===== src/rtl/div.sv =====
// Multi-cycle radix-2 restoring divider for DIV/DIVU in the EX stage.
// Produces {remainder, quotient} and holds a stall request until the result is ready.
module div #(
  parameter int DATA_W = 32
) (
  input  logic                  clk,
  input  logic                  rst,
  input  logic                  signed_div,
  input  logic [DATA_W-1:0]     opdata1,
  input  logic [DATA_W-1:0]     opdata2,
  input  logic                  start,
  input  logic                  annul,
  output logic [2*DATA_W-1:0]   result,
  output logic                  ready,
  output logic                  stallreq
);

  localparam int CNT_W = $clog2(DATA_W + 1);

  localparam logic [1:0] S_FREE    = 2'd0;
  localparam logic [1:0] S_BY_ZERO = 2'd1;
  localparam logic [1:0] S_ON      = 2'd2;
  localparam logic [1:0] S_END     = 2'd3;

  logic [1:0]        state;
  logic [CNT_W-1:0]  cnt;
  logic [DATA_W-1:0] dvd;
  logic [DATA_W-1:0] dsr;
  logic [DATA_W-1:0] prem;
  logic              q_neg;
  logic              r_neg;

  logic [DATA_W-1:0] mag1;
  logic [DATA_W-1:0] mag2;
  logic [DATA_W:0]   shifted;
  logic [DATA_W:0]   diff;
  logic [DATA_W-1:0] q_fix;
  logic [DATA_W-1:0] r_fix;

  assign stallreq = start & ~ready;

  always_comb begin
    mag1    = (signed_div & opdata1[DATA_W-1]) ? (~opdata1 + 1'b1) : opdata1;
    mag2    = (signed_div & opdata2[DATA_W-1]) ? (~opdata2 + 1'b1) : opdata2;
    // dvd is shifted out at the top while quotient bits enter at the bottom
    shifted = {prem, dvd[DATA_W-1]};
    diff    = shifted - {1'b0, dsr};
    q_fix   = q_neg ? (~dvd + 1'b1) : dvd;
    r_fix   = r_neg ? (~prem + 1'b1) : prem;
  end

  always_ff @(posedge clk or negedge rst) begin
    if (!rst) begin
      state  <= S_FREE;
      cnt    <= '0;
      dvd    <= '0;
      dsr    <= '0;
      prem   <= '0;
      q_neg  <= 1'b0;
      r_neg  <= 1'b0;
      result <= '0;
      ready  <= 1'b0;
    end else begin
      case (state)
        S_FREE: begin
          if (start && !annul) begin
            if (opdata2 == '0) begin
              state <= S_BY_ZERO;
            end else begin
              state <= S_ON;
              dvd   <= mag1;
              dsr   <= mag2;
              q_neg <= signed_div & (opdata1[DATA_W-1] ^ opdata2[DATA_W-1]);
              r_neg <= signed_div & opdata1[DATA_W-1];
              prem  <= '0;
              cnt   <= '0;
            end
          end
        end
        S_BY_ZERO: begin
          state  <= S_END;
          result <= '0;
          ready  <= 1'b1;
        end
        S_ON: begin
          if (annul) begin
            state  <= S_FREE;
            cnt    <= '0;
            result <= '0;
            ready  <= 1'b0;
          end else if (cnt != CNT_W'(DATA_W)) begin
            prem <= diff[DATA_W] ? shifted[DATA_W-1:0] : diff[DATA_W-1:0];
            dvd  <= {dvd[DATA_W-2:0], ~diff[DATA_W]};
            cnt  <= cnt + 1'b1;
          end else begin
            result <= {r_fix, q_fix};
            ready  <= 1'b1;
            state  <= S_END;
          end
        end
        default: begin
          // Result stays up until EX drops start, so no restart without a gap
          if (!start || annul) begin
            state  <= S_FREE;
            result <= '0;
            ready  <= 1'b0;
          end
        end
      endcase
    end
  end

endmodule


===== config.mk =====
export PLATFORM = sky130hd
export DESIGN_NAME = div
export DESIGN_NICKNAME = d
export VERILOG_FILES = /design/src/rtl/div.sv
export SDC_FILE = /design/constraint.sdc
export NUM_CORES = 1
export LEC_CHECK = 0
export CAP_MARGIN = 20
export CORE_MARGIN = 5
export CORE_UTILIZATION = 57
export CTS_BUF_LIST = sky130_fd_sc_hd__clkbuf_16
export CTS_CLUSTER_DIAMETER = 120
export DETAILED_ROUTE_END_ITERATION = 10
export PLACE_DENSITY = 0.86
export SLEW_MARGIN = 10
export SYNTH_ARGS = -nofsm -noshare
export SYNTH_HDL_FRONTEND = slang
export SYNTH_SLANG_ARGS = --single-unit

===== constraint.sdc =====
create_clock -name clk -period 4.5 [get_ports clk]
set_input_delay 0.9 -clock clk [delete_from_list [all_inputs] [get_ports clk]]
set_output_delay 0.9 -clock clk [all_outputs]
set_load 0.02 [all_outputs]

=== Word-level counts from Yosys, hierarchy flattened ===
Cells that the tools add are included.

* Add/sub/neg operators: 6
* Equality and inequality tests: 9
* Muxes and demuxes: 34
* Bitwise operators: 13
* Reductions and logical operators: 14

{| class="wikitable"
|+ Operator list
! kind !! count
|-
| two-way mux 32 bit || 13
|-
| two-way mux 64 bit || 3
|-
| one-hot mux 64 bit (3 select lines) || 1
|-
| adder 32 x 1 -> 32 bit (second input constant) || 4
|-
| inverter 32 bit || 4
|-
| one-hot mux 32 bit (2 select lines) || 2
|-
| subtractor 33 x 32 -> 33 bit || 1
|-
| zero test 32 bit || 1
|-
| two-way mux 6 bit || 4
|-
| one-hot mux 6 bit (2 select lines) || 1
|-
| two-way mux 2 bit || 5
|-
| AND reduction 3 bit || 3
|-
| != test 2 bit (second input constant) || 4
|-
| adder 6 x 1 -> 6 bit (second input constant) || 1
|-
| != test 3 bit (second input constant) || 2
|-
| != test 6 bit (second input constant) || 1
|-
| one-hot mux 2 bit (3 select lines) || 1
|-
| AND reduction 5 bit || 1
|-
| AND 1 bit || 4
|-
| inverter 1 bit || 4
|-
| AND reduction 4 bit || 1
|-
| nonzero test 4 bit || 1
|-
| two-way mux 1 bit || 3
|-
| one-hot mux 1 bit (3 select lines) || 1
|-
| 9 further kinds || 10
|}

* Bits in registers: 171
* Input port bits: 69
* Output and inout bits: 66
* Word-level logic and storage cells: 85

=== Logic depth before layout (Yosys ltp) ===
* Depth after elaboration: 6
* Mapped depth: 15
* Depth with buffers taken out: 13

=== Least setup slack after synthesis ===
Ideal clock, no wire load.

* Kind: in2reg
* Start point: input port opdata1[6]
* End point: register dvd[29]
* Setup time: 123 ps
* Arrival: 3157 ps
* Data required time: 4377 ps
* Path slack: 1220 ps
* Cell stages on the path: 10
* Path buffers: 0
* Cell sequence: or3_4 -> or4_4 -> or4_4 -> nor2b_4 -> nand3_4 -> o41ai_2 -> xor2_1 -> nor2_1 -> a21oi_2 -> o21ai_1

* Cells in the longest elaborated chain, start to end: 6

{| class="wikitable"
|+ Ends and longest elaborated chain
! element !! RTL line !! RTL
|-
| start, declared || 9 || <nowiki>input logic [DATA_W-1:0] opdata1,</nowiki>
|-
| inverter 32 bit || 43 || <nowiki>mag1 = (signed_div & opdata1[DATA_W-1]) ? (~opdata1 + 1'b1) : opdata1;</nowiki>
|-
| adder 32 x 1 -> 32 bit || 43 ||
|-
| two-way mux 32 bit || 43 ||
|-
| two-way mux 32 bit || 67 || <nowiki>if (opdata2 == '0) begin</nowiki>
|-
| two-way mux 32 bit || 66 || <nowiki>if (start && !annul) begin</nowiki>
|-
| one-hot mux 32 bit (2 select lines) || 64 || <nowiki>case (state)</nowiki>
|-
| end signal, assigned || 71 || <nowiki>dvd <= mag1;</nowiki>
|-
| end signal, assigned || 93 || <nowiki>dvd <= {dvd[DATA_W-2:0], ~diff[DATA_W]};</nowiki>
|-
| end, declared || 27 || <nowiki>logic [DATA_W-1:0] dvd;</nowiki>
|}

Every way passes these cells. The select of a mux whose other input is x is not followed.
A chain may end at the register's enable or synchronous reset.

=== Worst setup path in the final report ===
* Start point: register dsr[0]
* End point: register prem[23]

* Cells in the longest elaborated chain, start to end: 5

{| class="wikitable"
|+ Ends and longest elaborated chain
! element !! RTL line !! RTL
|-
| start, declared || 28 || <nowiki>logic [DATA_W-1:0] dsr;</nowiki>
|-
| start signal, assigned || 72 || <nowiki>dsr <= mag2;</nowiki>
|-
| subtractor 33 x 32 -> 33 bit || 47 || <nowiki>diff = shifted - {1'b0, dsr};</nowiki>
|-
| two-way mux 32 bit || 92 || <nowiki>prem <= diff[DATA_W] ? shifted[DATA_W-1:0] : diff[DATA_W-1:0];</nowiki>
|-
| two-way mux 32 bit || 91 || <nowiki>end else if (cnt != CNT_W'(DATA_W)) begin</nowiki>
|-
| two-way mux 32 bit || 86 || <nowiki>if (annul) begin</nowiki>
|-
| one-hot mux 32 bit (2 select lines) || 64 ||
|-
| end signal, assigned || 92 ||
|-
| end, declared || 29 || <nowiki>logic [DATA_W-1:0] prem;</nowiki>
|}

Every way passes these cells. The select of a mux whose other input is x is not followed.

==> impl_metrics.toml <==
[cells_and_area]
finalInstanceArea_mm2 = 0.01352
fill_cells = 1563
diodes = 0
final_core_util_pct = 69.49
fin_nets = 1574
fin_cells = 1740
syn2layout_area_growth_pct = 19.69
drive_above_1_share_pct = 5.288

[logic_synthesis]
synth.cell_area_mm2 = 0.01130
ys_ff_latch = 171
synth.avg_cell_area_um2 = 8.339
synth_fp_nets = 1467
yosysTopAreaCellShare_pct = 37.87
synthArstFlopShare_pct = 100.0
yosysWarningCount = 0
synth_cell_types = 73
synth-main-ff-cell = "dfrtp_1"
yosys.area.top_type = "dfrtp_1"
ys_seq_area_share_pct = 37.87
synth_edf_count = 0
synth_area_leaders = "dfrtp_1 (38%), o21ai_0 (7.9%), nand2_1 (6.4%), xor2_1 (6.4%), a21oi_1 (5.1%)"
netlist_instances = 1355

[drt]
drt-pass1-iter-count = 5
ant_nets = 0
totalWireLength_mm = 29.66
vias_per_cell = 5.916
wl_per_cell_um = 17.04
first_iter_violations = 639
drc = 0
vias = 10290

[placement]
port_buffers = 134
dpl.cell_count = 1707
place.gp.congestion = 0.9567
dp_hpwl_mm = 21.62
placed_cell_area_mm2 = 0.01289

[pwr]
p_seq_share_pct = 33.7
combPwrFrac_pct = 43.0
netSwitchingPower_w = 0.002750
clockPowerShare_pct = 23.3
leakagePower_nw = 5.897
p_per_area_mw_per_mm2 = 486.3
irDropWorstVdd_v = 0.0003455
internal-power_w = 0.003827
swShare_pct = 41.81

[job]
cap_violations = 0

[sta]
rsz0062_at_grt = "false"
fmax_ghz = 0.2418
finalSetupViolCount = 0
period_share_pct = 91.92
fin_crit_ns = 4.136
final-max-slew-violation-count = 0
hold_viol = 0
final.setup.tns_ns = 0
relSlewSlack_pct = 33.86
finalClockSkew_ns = 0.01129
worstMarginPinSlew_ns = 0.9920

[run_status]
status = "finished clean"

[worst_setup_path]
r2r_cells = 13
r2r-start = "dsr[0]"
cp_max_fo = 34
rrSetupSlack_ns = 0.36
worstPathRequired_ns = 4.81
cp-end-kind = "flop"
cp-startpoint = "dsr[0]"
r2r-end = "prem[23]"
worstSetupPathType = "flop to flop"
worstPathArrival_ns = 4.44
timing.critical_path.from_type = "flop"

[clock_tree]
cts_root_buf = "clkbuf_16"
cts.clk_slew.worst_paths_ns = 0.07
ctsHoldBuffers = 0
worst_skew_pair.late_latency_ns = 0.44
cts_tree = "built"
h-tree-depth = 4
numCtsBuffers = 17
clk_path_buf_depth = 2
cts_resized = 0
cts_sinks = 171
post-cts-setup-buffers = 0

[hold_path]
hp-class = "input port to async pin"

[grt]
overflow = 0
grt_max_degree = 111
grt_pass1_wl_mm = 48.94
grt_pass1_vias = 10080
antenna_found_initial = 0
grt_use_total_pct = 26.59

[die]
die_h_um = 150.8
pin_count = 135
rows = 51
die_area_mm2 = 0.02274
dieWidth_um = 150.8
start_util_pct = 58.06
core_mm2 = 0.01946
## worst max path at each step
stage | to | slack (ns) | depth (start not counted)
2_1_floorplan | dvd[29] | 1.22 | 10
3_3_place_gp | dvd[29] | 0.58 | 11
3_5_place_dp | dvd[28] | 0.39 | 11
4_1_cts | prem[6] | 0.43 | 13
5_1_grt | prem[23] | 0.17 | 13
6_report | prem[23] | 0.36 | 13
## cell type report
cell class / count / area (um2) / share of cell area, %
Clock buffer: 17 / 425.4 / 3.146
Inverter: 58 / 217.7 / 1.610
Multi-Input combinational cell: 1062 / 6551 / 48.44
Timing Repair Buffer: 152 / 1535 / 11.35
Sequential cell: 171 / 4279 / 31.64
Clock inverter: 15 / 183.9 / 1.360
Tap cell: 265 / 331.6 / 2.452
## per-stage QoR
stage / hold slack (ns) / total power (W) / setup slack, ns
3_5_place_dp: 0.4696 / 0.005011 / 0.3862
2_1_floorplan: 0.4480 / 0.004225 / 1.220
6_report: 0.3669 / 0.006577 / 0.3635
4_1_cts: 0.4849 / 0.006570 / 0.4334
5_1_grt: 0.3909 / 0.007043 / 0.1662
3_3_place_gp: 0.4600 / 0.004906 / 0.5828
## routing by layer
layer / share of wire, % / up-vias / track usage (%)
li1: - / 4972 / -
met1: 42 / 4851 / 34.62
met2: 48 / 393 / 44.88
met3: 6.9 / 78 / 4.428
met4: 2.8 / 0 / 9.655
met5: 0 / - / 0
## critical path, cell delays in order (launching register included)
cell and delay, ns:
dfrtp_1 0.44, ha_1 0.25, fa_1 0.41, nor2b_1 0.21, o31a_1 0.26, o2111ai_1 0.25
a2111oi_1 0.75, nor3_1 0.14, nor2_1 0.21, o41ai_2 0.13, xor2_4 0.34, buf_12 0.28
mux2i_1 0.27, o21ai_1 0.08
## state kept, by name, summed over array words and instances, names as in the netlist
register	count
prem	32
r_neg	1
result	64
ready	1
dvd	32
cnt	6
dsr	32
state	2
q_neg	1
## cells by family after synthesis
family	count (synthesis)	share of synthesized area, %
XOR/XNOR	144	11.16
adder cells (fa/ha/maj)	43	4.828
flip-flops	171	37.87
AO/OA/AOI/OAI	412	21.32
AND/OR/NAND/NOR	433	17.66
multiplexers	30	2.680
buffers and inverters	122	4.485
## synthesized netlist by cell type (10+ instances only)
master and count:
nand2_1 194, o21ai_0 178, dfrtp_1 171, a21oi_1 116
nor2_1 110, xor2_1 83, xnor2_1 61, inv_1 58
clkbuf_1 46, ha_1 42, o31ai_1 31, mux2i_1 28
nand3_1 19, or3_1 17, nor3_1 15, o41ai_1 11
or4_1 11, and3_1 10, nor4_1 10, o21ai_1 10
## power by group through the flow
stage	combinational [W]	clock (W)	sequential, W
final	0.00283	0.00153	0.00222
after global placement	0.00269	0	0.00222
after global routing	0.00316	0.00162	0.00227
after floorplan	0.00209	0	0.00214
after detailed placement	0.00277	0	0.00224
after CTS	0.00281	0.00155	0.00221
## cell usage in the layout, fill, tap and decap left out, drive strengths merged, types with 15 or more instances in the layout
cell type,netlist,routed
nand3,20,20
or4,15,15
clkdlybuf4s50,0,133
nand2,194,194
a21oi,117,117
clkbuf,47,17
inv,58,66
o31ai,32,32
or3,19,19
nor3,15,15
nor2,111,111
xor2,83,83
o21ai,188,188
dfrtp,171,171
mux2i,28,28
ha,42,42
buf,17,19
xnor2,61,61
Power figures use the tool's default switching activity.
